==> src/rtl/bnn_pkg.sv <==
// bnn_pkg: shared FSM state type, count-width and popcount helpers for the popcount neuron
package bnn_pkg;
  typedef enum logic [1:0] {IDLE, ACCUM, EMIT} state_t;
  function automatic int cnt_width(input int beat_w, input int beats);
    return $clog2(beat_w * beats + 1);
  endfunction
  function automatic int popcount(input logic [63:0] v);
    int n;
    n = 0;
    for (int i = 0; i < 64; i++) n += int'(v[i]);
    return n;
  endfunction
endpackage

==> src/rtl/bnn_popcount8.sv <==
// bnn_popcount8: combinational popcount of one W-bit XNOR beat
module bnn_popcount8
  import bnn_pkg::*;
#(
  parameter int W  = 8,
  parameter int CW = 4
) (
  input  logic [W-1:0]  bits,
  output logic [CW-1:0] cnt
);
  assign cnt = CW'(popcount(64'(bits)));
endmodule

==> src/rtl/bnn_popcount_neuron.sv <==
// bnn_popcount_neuron: multi-beat popcount accumulate + threshold compare producing one activation per vector.
// Define BNN_PASSTHRU_EN to accept the next vector's first beat in the same cycle as the output handshake.
module bnn_popcount_neuron
  import bnn_pkg::*;
#(
  parameter int BEAT_W = 8,
  parameter int BEATS  = 4,
  parameter int CNT_W  = cnt_width(BEAT_W, BEATS)
) (
  input  logic              clk,
  input  logic              rst,
  input  logic              in_valid,
  output logic              in_ready,
  input  logic [BEAT_W-1:0] in_bits,
  input  logic              thresh_wr,
  input  logic [CNT_W-1:0]  thresh_in,
  output logic              out_valid,
  input  logic              out_ready,
  output logic              out_act,
  output logic [CNT_W-1:0]  out_count,
  output logic              busy
);
  localparam int BC_W = $clog2(BEATS + 1);
  state_t           state_q, state_d;
  logic [CNT_W-1:0] acc_q, acc_d, thresh_q, thresh_d, cnt_q, cnt_d, pc, sum;
  logic [BC_W-1:0]  bc_q, bc_d;
  logic             act_q, act_d, xfer, start, last;
  bnn_popcount8 #(.W(BEAT_W), .CW(CNT_W)) u_pc (.bits(in_bits), .cnt(pc));
`ifdef BNN_PASSTHRU_EN
  assign in_ready = (state_q != EMIT) | out_ready;
`else
  assign in_ready = state_q != EMIT;
`endif
  assign out_valid = state_q == EMIT;
  assign busy      = state_q != IDLE;
  assign out_count = cnt_q;
  assign out_act   = act_q;
  // A beat outside ACCUM always opens a fresh vector; the compare sees the pre-edge threshold
  always_comb begin
    xfer     = in_valid & in_ready;
    start    = state_q != ACCUM;
    sum      = start ? pc : acc_q + pc;
    last     = start ? (BEATS == 1) : (bc_q == BC_W'(BEATS - 1));
    acc_d    = xfer ? sum : acc_q;
    bc_d     = xfer ? (start ? BC_W'(1) : bc_q + BC_W'(1)) : bc_q;
    cnt_d    = (xfer && last) ? sum : cnt_q;
    act_d    = (xfer && last) ? (sum >= thresh_q) : act_q;
    thresh_d = thresh_wr ? thresh_in : thresh_q;
    state_d  = xfer ? (last ? EMIT : ACCUM) : ((state_q == EMIT && out_ready) ? IDLE : state_q);
  end
  always_ff @(posedge clk or posedge rst) begin
    if (rst) begin
      state_q  <= IDLE;
      acc_q    <= '0;
      bc_q     <= '0;
      cnt_q    <= '0;
      act_q    <= 1'b0;
      thresh_q <= CNT_W'((BEAT_W * BEATS) / 2);
    end else begin
      state_q  <= state_d;
      acc_q    <= acc_d;
      bc_q     <= bc_d;
      cnt_q    <= cnt_d;
      act_q    <= act_d;
      thresh_q <= thresh_d;
    end
  end
endmodule

==> config.mk <==
export PLATFORM = sky130hd
export DESIGN_NAME = bnn_popcount_neuron
export DESIGN_NICKNAME = d
export VERILOG_FILES = /design/src/rtl/bnn_pkg.sv /design/src/rtl/bnn_popcount8.sv /design/src/rtl/bnn_popcount_neuron.sv
export SDC_FILE = /design/constraint.sdc
export NUM_CORES = 1
export LEC_CHECK = 0
export ABC_AREA = 1
export BUFFER_PORTS_ARGS = -buffer_cell sky130_fd_sc_hd__buf_4
export CAP_MARGIN = 40
export CORE_ASPECT_RATIO = 0.7
export CORE_MARGIN = 3
export CORE_UTILIZATION = 45
export CTS_BUF_LIST = sky130_fd_sc_hd__clkbuf_4 sky130_fd_sc_hd__clkbuf_8
export DETAILED_ROUTE_END_ITERATION = 6
export PLACE_DENSITY = 0.76
export SLEW_MARGIN = 40
export SYNTH_ARGS = -nofsm -noshare
export SYNTH_HDL_FRONTEND = slang
export SYNTH_SLANG_ARGS = --single-unit
==> constraint.sdc <==
create_clock -name clk -period 2.8 [get_ports clk]
set_input_delay 0.42 -clock clk [delete_from_list [all_inputs] [get_ports clk]]
set_output_delay 0.42 -clock clk [all_outputs]
set_load 0.02 [all_outputs]
==> results of run 1 <==
==> cell type report <==
class                      instances  share of cell area (%)
sequential                        24                    27.6
inverter                          39                    7.16
timing repair buffer              46                    16.8
tap                               47                    2.69
multi-input combinational        126                    43.2
clock buffer                       4                    2.52
==> final timing paths <==
path                         startpoint           to  slack, ns  depth (start not counted)
hold / removal                      rst   state_q[1]       0.18                          2
setup / recovery             in_bits[1]      out_act      -1.26                         22
setup reg to reg               acc_q[0]      out_act       0.58                         15
max in group asynchronous           rst  thresh_q[4]       2.26                          2
hold reg to reg                 bc_q[1]      bc_q[1]       0.48                          2
min in group clk           thresh_in[2]  thresh_q[2]       0.35                          3
==> cells in the mapped netlist, types with 2 or more instances <==
library cell,number
nand4_1,3
fa_1,5
nand2_1,55
ha_1,15
o21ai_1,8
inv_4,2
nor2_1,5
inv_2,3
o21a_1,2
inv_1,33
nand3b_1,2
a21oi_1,4
o21ai_0,8
dfrtp_1,23
nand3_1,8
nor2_8,2
==> sequential cells by signal, indices dropped and copies added, names as in the netlist <==
name	count
out_count	6
thresh_q	6
bc_q	3
acc_q	6
out_act	1
state_q	2
==> per-stage QoR <==
| stage | power [uW] | area, sq um | util [%] | std cells | TNS (ns) |
|---|---|---|---|---|---|
| 6_report | 2470 | 2180 | 67.1 | 286 | -7.83 |
| 5_1_grt | 2700 | 2180 | 67.1 | 286 | -9.09 |
| 4_1_cts | 2350 | 2160 | 66.4 | 288 | -8.19 |
| 3_5_place_dp | 1990 | 2010 | 61.7 | 279 | -11.98 |
| 3_3_place_gp | 1960 | 2010 | 61.7 | 279 | -11.22 |
| 2_1_floorplan | 1450 | 1630 | - | 190 | -6.57 |
==> report_power, final <==
group	internal, uW	switching [uW]
Combinational	812	842
Sequential	474	103
Clock	126	111
Total	1410	1060
==> metal layers <==
layer	track usage, %	wire length (microns)	up-vias
li1	-	-	700
met1	26.1	1710	625
met2	27.3	1580	41
met3	4.72	236	4
met4	2.33	30	0
met5	0	0	-
==> timing repair <==
action                     in CTS  in global routing
hold buffers                    0                  0
gates resized for setup        16                 10
gates cloned                    0                  0
setup endpoints to repair      13                 13
hold endpoints to repair        0                  0
pin swaps                      12                  6
buffers inserted                6                  1
==> worst max-delay path, cell delays in order <==
cell     delay, ns
buf_6         0.09
ha_4          0.25
inv_2         0.03
fa_1          0.49
fa_1          0.44
fa_2          0.36
fa_2          0.57
inv_2         0.06
ha_4          0.27
nand2_2       0.05
nor2_2        0.11
nand2_2       0.08
nand3_2       0.07
nand2_2       0.07
nand2_1       0.06
nor2_1        0.04
ha_1          0.31
a21oi_2       0.16
o21a_1        0.12
nand3_1       0.05
o21ai_1       0.10
inv_2         0.04
==> cell families after synthesis <==
kind of cell | Yosys count
and+or+nand+nor | 78
buffers and inverters | 40
AOI/OAI and AO/OA | 25
DFF | 24
adders and majority gates | 20
xor gates and xnor gates | 2
muxes | 1
==> results.sh, run 1 <==
export IMPL_grt_pass1_wl_mm=6.23
export IMPL_grt_usage_pct=17.9
export IMPL_syn_inst=190
export IMPL_setup_viol=11
export IMPL_cp_end_kind="flip-flop"
export IMPL_slew_headroom_pct=66.5
export IMPL_drt_first_pass_iters=4
export IMPL_grt_overflow_total=0
export IMPL_clock_path_buffers=2
export IMPL_setup_slack_ns=-1.26
export IMPL_hold_path_class="primary input to asynchronous set/reset pin"
export IMPL_h_tree_depth=1
export IMPL_dp_slack_ns=-1.63
export IMPL_ys_warn_count=0
export IMPL_layout_nets=279
export IMPL_violations="negative setup slack"
export IMPL_avgSynthCellArea_sq_um=8.31
export IMPL_synth_compound_area_share_pct=8.72
export IMPL_diodes=0
export IMPL_tightest_slew_ns=0.502
export IMPL_ys_async_sr_fraction_pct=100
export IMPL_min_period_ns=4.06
export IMPL_drv_cap=0
export IMPL_ioPinCount=29
export IMPL_synth_enable_flop_cells=0
export IMPL_cts_made_buffers=3
export IMPL_numPortBuffers=28
export IMPL_wirelength_mm=3.56
export IMPL_antenna_found_initial=0
export IMPL_num_vias=1370
export IMPL_critPathLaunchType="primary input"
export IMPL_clk_latency_ns=0.27
export IMPL_p_per_area_nw_per_um2=1130
export IMPL_grt_pass1_vias=1358
export IMPL_routedWlPerCell_microns=12.4
export IMPL_drc=0
export IMPL_arrival_ns=4.23
export IMPL_regArea_sq_um=602
export IMPL_final_common_cell="nand2_1"
export IMPL_clock_sinks=24
export IMPL_ys_seq_elements=24
export IMPL_ctsRootBufferMaster="clkbuf_8"
export IMPL_critPathRequiredTime_ns=2.97
export IMPL_die_w_microns=76.8
export IMPL_dieHeight_microns=55.6
export IMPL_n_fill_cell=264
export IMPL_slew_violations=0
export IMPL_cp_max_fo=2
export IMPL_skew_ns=0.00310
export IMPL_core_area_sq_um=3250
export IMPL_tritoncts="built"
export IMPL_rsz0062_at_grt="true"
export IMPL_synth_top_family_by_area="simple AND/OR/NAND/NOR gates"
export IMPL_hold_slack_ns=0.178
export IMPL_synth_adder_area_share_pct=18.2
export IMPL_drt_iter0_markers=69
export IMPL_rows=17
export IMPL_synth_xor_xnor_area_share_pct=1.11
export IMPL_synth_top_cell_by_area="dfrtp_1"
export IMPL_crit_type="primary input to flip-flop"
export IMPL_synth_top_area_share_pct=36.5
export IMPL_syn_area_sq_um=1580
export IMPL_vdd_drop_max_mv=0.785
export IMPL_synthTopCellsByArea="dfrtp_1 (36%), nand2_1 (13%), ha_1 (12%), inv_1 (7.8%), fa_1 (6.3%)"
export IMPL_period_share_pct=145
export IMPL_p_leak_uw=0.00115
export IMPL_status="complete, but fails checks"
export IMPL_fmax_mhz=246
export IMPL_synthSimpleGateAreaFrac_pct=23.0
export IMPL_grt_max_degree=25
export IMPL_ys_seq_area_share_pct=38.1
export IMPL_synthFlopType="dfrtp_1"
export IMPL_vias_per_cell=4.79
export IMPL_hpwl_mm=2.58
export IMPL_synth_mux_area_share_pct=0.713
export IMPL_clk_pin_slew_ns=0.09
export IMPL_syn_to_final_growth_pct=38.3
export IMPL_yosysUniqueCellTypes=28
export IMPL_gp_congestion=0.836
export IMPL_initial_core_util_pct=48.5
export IMPL_synth_fp_nets=229
export IMPL_ant_nets=0
export IMPL_layout_common_cells="nand2_1 (47), buf_4 (40), inv_1 (29), dfrtp_1 (23), ha_1 (11)"
export IMPL_multi_input_comb_area_sq_um=943
export IMPL_die_area_sq_um=4270
export IMPL_drive_gt1_share_pct=38.1
export IMPL_hold_viol_final=0
Power figures use the tool's default switching activity.
==> run 2, diff against run 1 <==
- ABC_AREA: 1 -> 0
==> run 2 against run 1 <==
Effect of this change: global-route usage grew 1.9 points; worst setup slack lost 0.27 ns; first-iteration DRC count shrank 5.8%; final cell count shrank 7.7%; count of clock-buffer cells in the layout fell by 1; the run still ends with negative setup slack left; clock power rose by 29%; clock skew increased by 0.00057 ns; hold slack is essentially flat; area after synthesis fell by 2.5%.
==> results.sh, run 2 <==
export IMPL_ys_warn_count=0
export IMPL_clk_latency_ns=0.27
export IMPL_worst_path_buf_inv=3
export IMPL_avgSynthCellArea_sq_um=9.45
export IMPL_tightest_slew_ns=0.631
export IMPL_syn_area_sq_um=1540
export IMPL_status="complete, but fails checks"
export IMPL_drt_first_pass_iters=6
export IMPL_ys_seq_elements=24
export IMPL_vdd_drop_max_mv=0.716
export IMPL_rsz0062_at_grt="true"
export IMPL_ctsRootBufferMaster="clkbuf_8"
export IMPL_skew_ns=0.00367
export IMPL_drc=0
export IMPL_synthFlopType="dfrtp_1"
export IMPL_dieHeight_microns=55.0
export IMPL_yosysMostFrequentCell="inv_1"
export IMPL_grt_pass1_vias=1336
export IMPL_synth_top_area_share_pct=37.4
export IMPL_h_tree_depth=1
export IMPL_layout_nets=257
export IMPL_die_w_microns=75.9
export IMPL_drt_iter0_markers=65
export IMPL_drive_gt1_share_pct=39.6
export IMPL_grt_overflow_total=0
export IMPL_diodes=0
export IMPL_cts_made_buffers=3
export IMPL_wirelength_mm=3.66
export IMPL_critPathRequiredTime_ns=2.94
export IMPL_ys_seq_area_share_pct=39.1
export IMPL_total_power_uw=2730
export IMPL_critPathLaunchType="primary input"
export IMPL_cp_max_fo=2
export IMPL_clk_pin_slew_ns=0.09
export IMPL_drv_cap=0
export IMPL_hpwl_mm=2.79
export IMPL_max_stage_delay_ns=0.57
export IMPL_antenna_found_initial=0
export IMPL_grt_usage_pct=19.8
export IMPL_fmax_mhz=231
export IMPL_syn_to_final_growth_pct=41.8
export IMPL_hold_viol_final=0
export IMPL_crit_type="primary input to flip-flop"
export IMPL_hold_path_class="primary input to asynchronous set/reset pin"
export IMPL_grt_pass1_wl_mm=6.38
export IMPL_setup_viol=11
export IMPL_synth_enable_flop_cells=0
export IMPL_final_cell_count_no_fill=264
export IMPL_path_cells="buf_6 -> ha_4 -> inv_2 -> fa_1 -> fa_1 -> fa_2 -> fa_2 -> inv_2 -> ha_4 -> a21o_1 -> a221o_1 -> xnor2_2 -> nor2_1 -> ha_1 -> a211oi_2 -> a22o_1 -> a31oi_1"
export IMPL_critPathTopFamily="adder cells"
export IMPL_synth_common_cells="inv_1 (26), dfrtp_1 (23), nand2_1 (21), ha_1 (15), o21ai_0 (14)"
export IMPL_p_per_area_nw_per_um2=1250
export IMPL_dp_cells=253
export IMPL_ant_nets=0
export IMPL_initial_core_util_pct=48.0
export IMPL_worstReg2RegStart="acc_q[3]"
export IMPL_clock_sinks=24
export IMPL_clock_path_buffers=2
export IMPL_grt_max_degree=25
export IMPL_slew_headroom_pct=57.7
export IMPL_setup_slack_ns=-1.54
export IMPL_routedWlPerCell_microns=13.9
export IMPL_p_leak_uw=0.00113
export IMPL_synthTopCellsByArea="dfrtp_1 (37%), ha_1 (12%), fa_1 (6.5%), inv_1 (6.3%), nand2_1 (5.1%)"
export IMPL_ys_async_sr_fraction_pct=100
export IMPL_period_share_pct=155
export IMPL_min_period_ns=4.34
export IMPL_die_area_sq_um=4170
export IMPL_tritoncts="built"
export IMPL_ioPinCount=29
export IMPL_arrival_ns=4.48
export IMPL_final_common_cell="buf_4"
export IMPL_vias_per_cell=5.02
export IMPL_crit_slowest_cell="fa_2"
export IMPL_slew_violations=0
export IMPL_cp_end_kind="flip-flop"
export IMPL_gp_congestion=0.920
export IMPL_rows=17
export IMPL_violations="negative setup slack"
export IMPL_crit_path_start="in_bits[1]"
export IMPL_synth_top_cell_by_area="dfrtp_1"
export IMPL_core_area_sq_um=3210
export IMPL_numPortBuffers=28
export IMPL_syn_inst=163
export IMPL_utilization_pct=68.0
export IMPL_synth_fp_nets=202
export IMPL_yosysUniqueCellTypes=41
export IMPL_num_vias=1324
export IMPL_layout_common_cells="buf_4 (49), inv_1 (23), dfrtp_1 (23), nand2_1 (21), ha_1 (13)"
run 2: changes by cell type after synthesis, sizes merged, moves of 3 or more:
cell	delta
a211oi	+3
buf	+3
inv	-13
mux2	+3
nand2	-33
nand2b	+4
nand3	-7
nand4	-3
run 2: what timing repair did:
| item | CTS | global route |
|---|---|---|
| hold buffers | 0 | 0 |
| pin swaps | 9 | 7 |
| setup endpoints to repair | 13 | 13 |
| buffers inserted | 7 | 4 |
| gates resized for setup | 11 | 3 |
run 2: metrics by stage:
step           worst slack [ns]  cell area [sq um]  hold WS (ns)  TNS, ns
5_1_grt                   -1.64               2180         0.212   -12.10
4_1_cts                   -1.51               2160         0.200   -10.74
3_3_place_gp              -1.71               1990         0.456   -12.88
2_1_floorplan             -1.55               1600         0.434    -8.30
3_5_place_dp              -1.89               1990         0.466   -14.12
6_report                  -1.54               2180         0.178   -10.94
run 2: final timing paths:
| check | endpoint | slack [ns] | cells past startpoint |
|---|---|---|---|
| worst max-delay path | out_act | -1.54 | 17 |
| min in group clk | state_q[1] | 0.34 | 2 |
| max in group asynchronous | thresh_q[4] | 2.26 | 2 |
| worst min register to register | bc_q[1] | 0.49 | 2 |
| worst max register to register | out_act | 0.38 | 9 |
| worst min-delay path | out_count[4] | 0.18 | 2 |
run 2: report_power, final:
part | total (uW) | switching, uW | internal (uW)
Combinational | 1830 | 868 | 966
Clock | 305 | 114 | 191
Sequential | 592 | 112 | 480
run 2: layout make-up:
| cell class | instances | area, sq um |
|---|---|---|
| Multi-Input combinational cell | 109 | 930 |
| Inverter | 26 | 97.6 |
| Clock buffer | 3 | 41.3 |
| Fill cell | 239 | 1030 |
| Clock inverter | 1 | 30.0 |
| Sequential cell | 24 | 602 |
| Tap cell | 47 | 58.8 |
| Timing Repair Buffer | 54 | 424 |
run 2: kinds of logic (layout without fill, tap and decap cells):
group	Yosys count	in the layout	share of synthesized area, %
simple gates	44	44	13.6
buf+inv	30	84	7.72
fa+ha+maj	20	20	18.7
xor+xnor	4	4	2.27
mux	6	6	4.22
compound gates	35	35	14.4
flops	24	24	39.1
run 2: per-layer routing:
layer | wire, microns | track usage [%]
met3 | 170 | 4.37
met5 | 0 | 0
met1 | 1670 | 26.0
met2 | 1790 | 35.1
met4 | 35 | 3.61
run 2: worst reg2reg max path, cell delays in order, from the launching register on:
cell      delay (ns)
dfrtp_1         0.40
ha_1            0.33
and3_1          0.19
a221o_1         0.38
xnor2_2         0.18
nor2_1          0.06
ha_1            0.32
a211oi_2        0.21
a22o_1          0.17
a31oi_1         0.05
==> run 3, diff against run 2 <==
- ABC_AREA: 0 -> 1
- clock period: 2.8 -> 4.84 ns (I/O delays scaled with it)
==> run 3 against run 2 <==
Effect of this change: the flow now finishes without violations; critical path depth up 5; register-to-register slack better by 2.2 ns; largest power group unchanged; wire length down 16%; clock power down 56%; final cell count up 2.3%; sequential share of layout area up 3.9 points.
==> results.sh, run 3 (synthesized netlist as in run 1, its figures left out) <==
export IMPL_grt_pass1_vias=1173
export IMPL_critPathRequiredTime_ns=5.01
export IMPL_setup_slack_ns=0.272
export IMPL_grt_usage_pct=16.1
export IMPL_worst_path_buf_inv=4
export IMPL_antenna_found_initial=0
export IMPL_path_cells="buf_4 -> ha_1 -> inv_1 -> fa_1 -> fa_1 -> fa_1 -> fa_1 -> xnor2_1 -> ha_1 -> nand2_1 -> nand2_1 -> inv_1 -> nand2_1 -> nand2_1 -> nand3_1 -> and2_1 -> ha_1 -> a21oi_1 -> o21a_1 -> nand3_1 -> o21ai_1 -> inv_2"
export IMPL_rsz0062_at_grt="false"
export IMPL_period_share_pct=94.4
export IMPL_post_cts_resized=0
export IMPL_tightest_slew_ns=0.509
export IMPL_syn_to_final_growth_pct=21.2
export IMPL_ctsRootBufferMaster="clkbuf_8"
export IMPL_routedWlPerCell_microns=11.4
export IMPL_grt_max_degree=25
export IMPL_clock_sinks=24
export IMPL_slew_violations=0
export IMPL_drv_cap=0
export IMPL_postCtsHoldBufs=0
export IMPL_num_vias=1270
export IMPL_drive_gt1_share_pct=21.5
export IMPL_max_stage_delay_ns=0.49
export IMPL_core_area_sq_um=3250
export IMPL_layout_nets=263
export IMPL_tritoncts="built"
export IMPL_post_cts_buffers=0
export IMPL_hold_path_class="primary input to asynchronous set/reset pin"
export IMPL_drt_iter0_markers=76
export IMPL_dp_slack_ns=0.0347
export IMPL_crit_slowest_cell="fa_1"
export IMPL_slew_headroom_pct=66.0
export IMPL_min_period_ns=4.57
export IMPL_vias_per_cell=4.70
export IMPL_clk_pin_slew_ns=0.08
export IMPL_gp_congestion=0.860
export IMPL_skew_ns=0.00492
export IMPL_crit_type="primary input to flip-flop"
export IMPL_grt_pass1_wl_mm=5.49
export IMPL_cts_made_buffers=3
export IMPL_ioPinCount=29
export IMPL_die_area_sq_um=4270
export IMPL_die_w_microns=76.8
export IMPL_fmax_mhz=219
export IMPL_vdd_drop_max_mv=0.349
export IMPL_numPortBuffers=28
export IMPL_dieHeight_microns=55.6
export IMPL_clk_latency_ns=0.26
export IMPL_cp_end_kind="flip-flop"
export IMPL_layout_common_cells="nand2_1 (55), inv_1 (32), buf_4 (30), dfrtp_1 (23), ha_1 (15)"
export IMPL_initial_core_util_pct=48.5
export IMPL_h_tree_depth=1
export IMPL_grt_overflow_total=0
export IMPL_critPathLaunchType="primary input"
export IMPL_hpwl_mm=2.50
export IMPL_cp_max_fo=5
export IMPL_setup_viol=0
export IMPL_setup_tns_ns=0
export IMPL_critPathTopFamily="adder cells"
export IMPL_hold_viol_final=0
export IMPL_p_leak_uw=0.00104
export IMPL_diodes=0
export IMPL_arrival_ns=4.73
export IMPL_final_common_cell="nand2_1"
export IMPL_p_per_area_nw_per_um2=595
export IMPL_drt_first_pass_iters=4
export IMPL_wirelength_mm=3.08
export IMPL_rows=17
export IMPL_ant_nets=0
export IMPL_drc=0
export IMPL_clock_path_buffers=2
export IMPL_status="finished clean"
-- run 3: cell types whose count changed in the layout (fill, tap and decap cells not counted), moves of 4 or more --
cell     before  now
inv_1        23   32
nand3_1       1    8
nand2_1      21   55
buf_6         5    0
o21ai_0      12    8
buf_4        49   30
o21ai_1       4    8
-- run 3: metal layers --
metal | GRT usage (%) | wire [microns] | vias up
li1 | - | - | 664
met1 | 24.6 | 1600 | 574
met2 | 22.5 | 1290 | 28
met3 | 4.40 | 160 | 4
met4 | 3.10 | 25 | 0
met5 | 0 | 0 | -
-- run 3: stage by stage --
| stage | instances | util, % | hold slack [ns] | cell area, sq um | power [uW] |
|---|---|---|---|---|---|
| after CTS | 270 | 58.8 | 0.486 | 1910 | 1150 |
| after global routing | 270 | 58.8 | 0.496 | 1910 | 1270 |
| after floorplan | 190 | - | 0.446 | 1580 | 808 |
| after detailed placement | 266 | 57.1 | 0.466 | 1860 | 1010 |
| final | 270 | 58.8 | 0.488 | 1910 | 1140 |
| after global placement | 266 | 57.1 | 0.462 | 1860 | 993 |
-- run 3: final timing paths --
path / from / to / slack [ns] / cells past startpoint
max: in_bits[0] / out_act / 0.27 / 22
min: rst / acc_q[5] / 0.49 / 2
max reg2reg: acc_q[0] / out_act / 2.53 / 14
min reg2reg: bc_q[1] / bc_q[1] / 0.49 / 2
max in group asynchronous: rst / thresh_q[4] / 3.99 / 2
min in group clk: bc_q[1] / bc_q[1] / 0.49 / 2
-- run 3: final cells by class --
type                            instances  area (sq um)
Clock buffer                            4          55.1
Fill cell                             317          1340
Inverter                               39           156
Multi-Input combinational cell        126           817
Sequential cell                        24           602
Tap cell                               47          58.8
Timing Repair Buffer                   30           225
-- run 3: power breakdown --
part | internal (uW) | switching (uW)
sequential | 274 | 47.3
clock | 72.6 | 61.9
combinational | 289 | 395
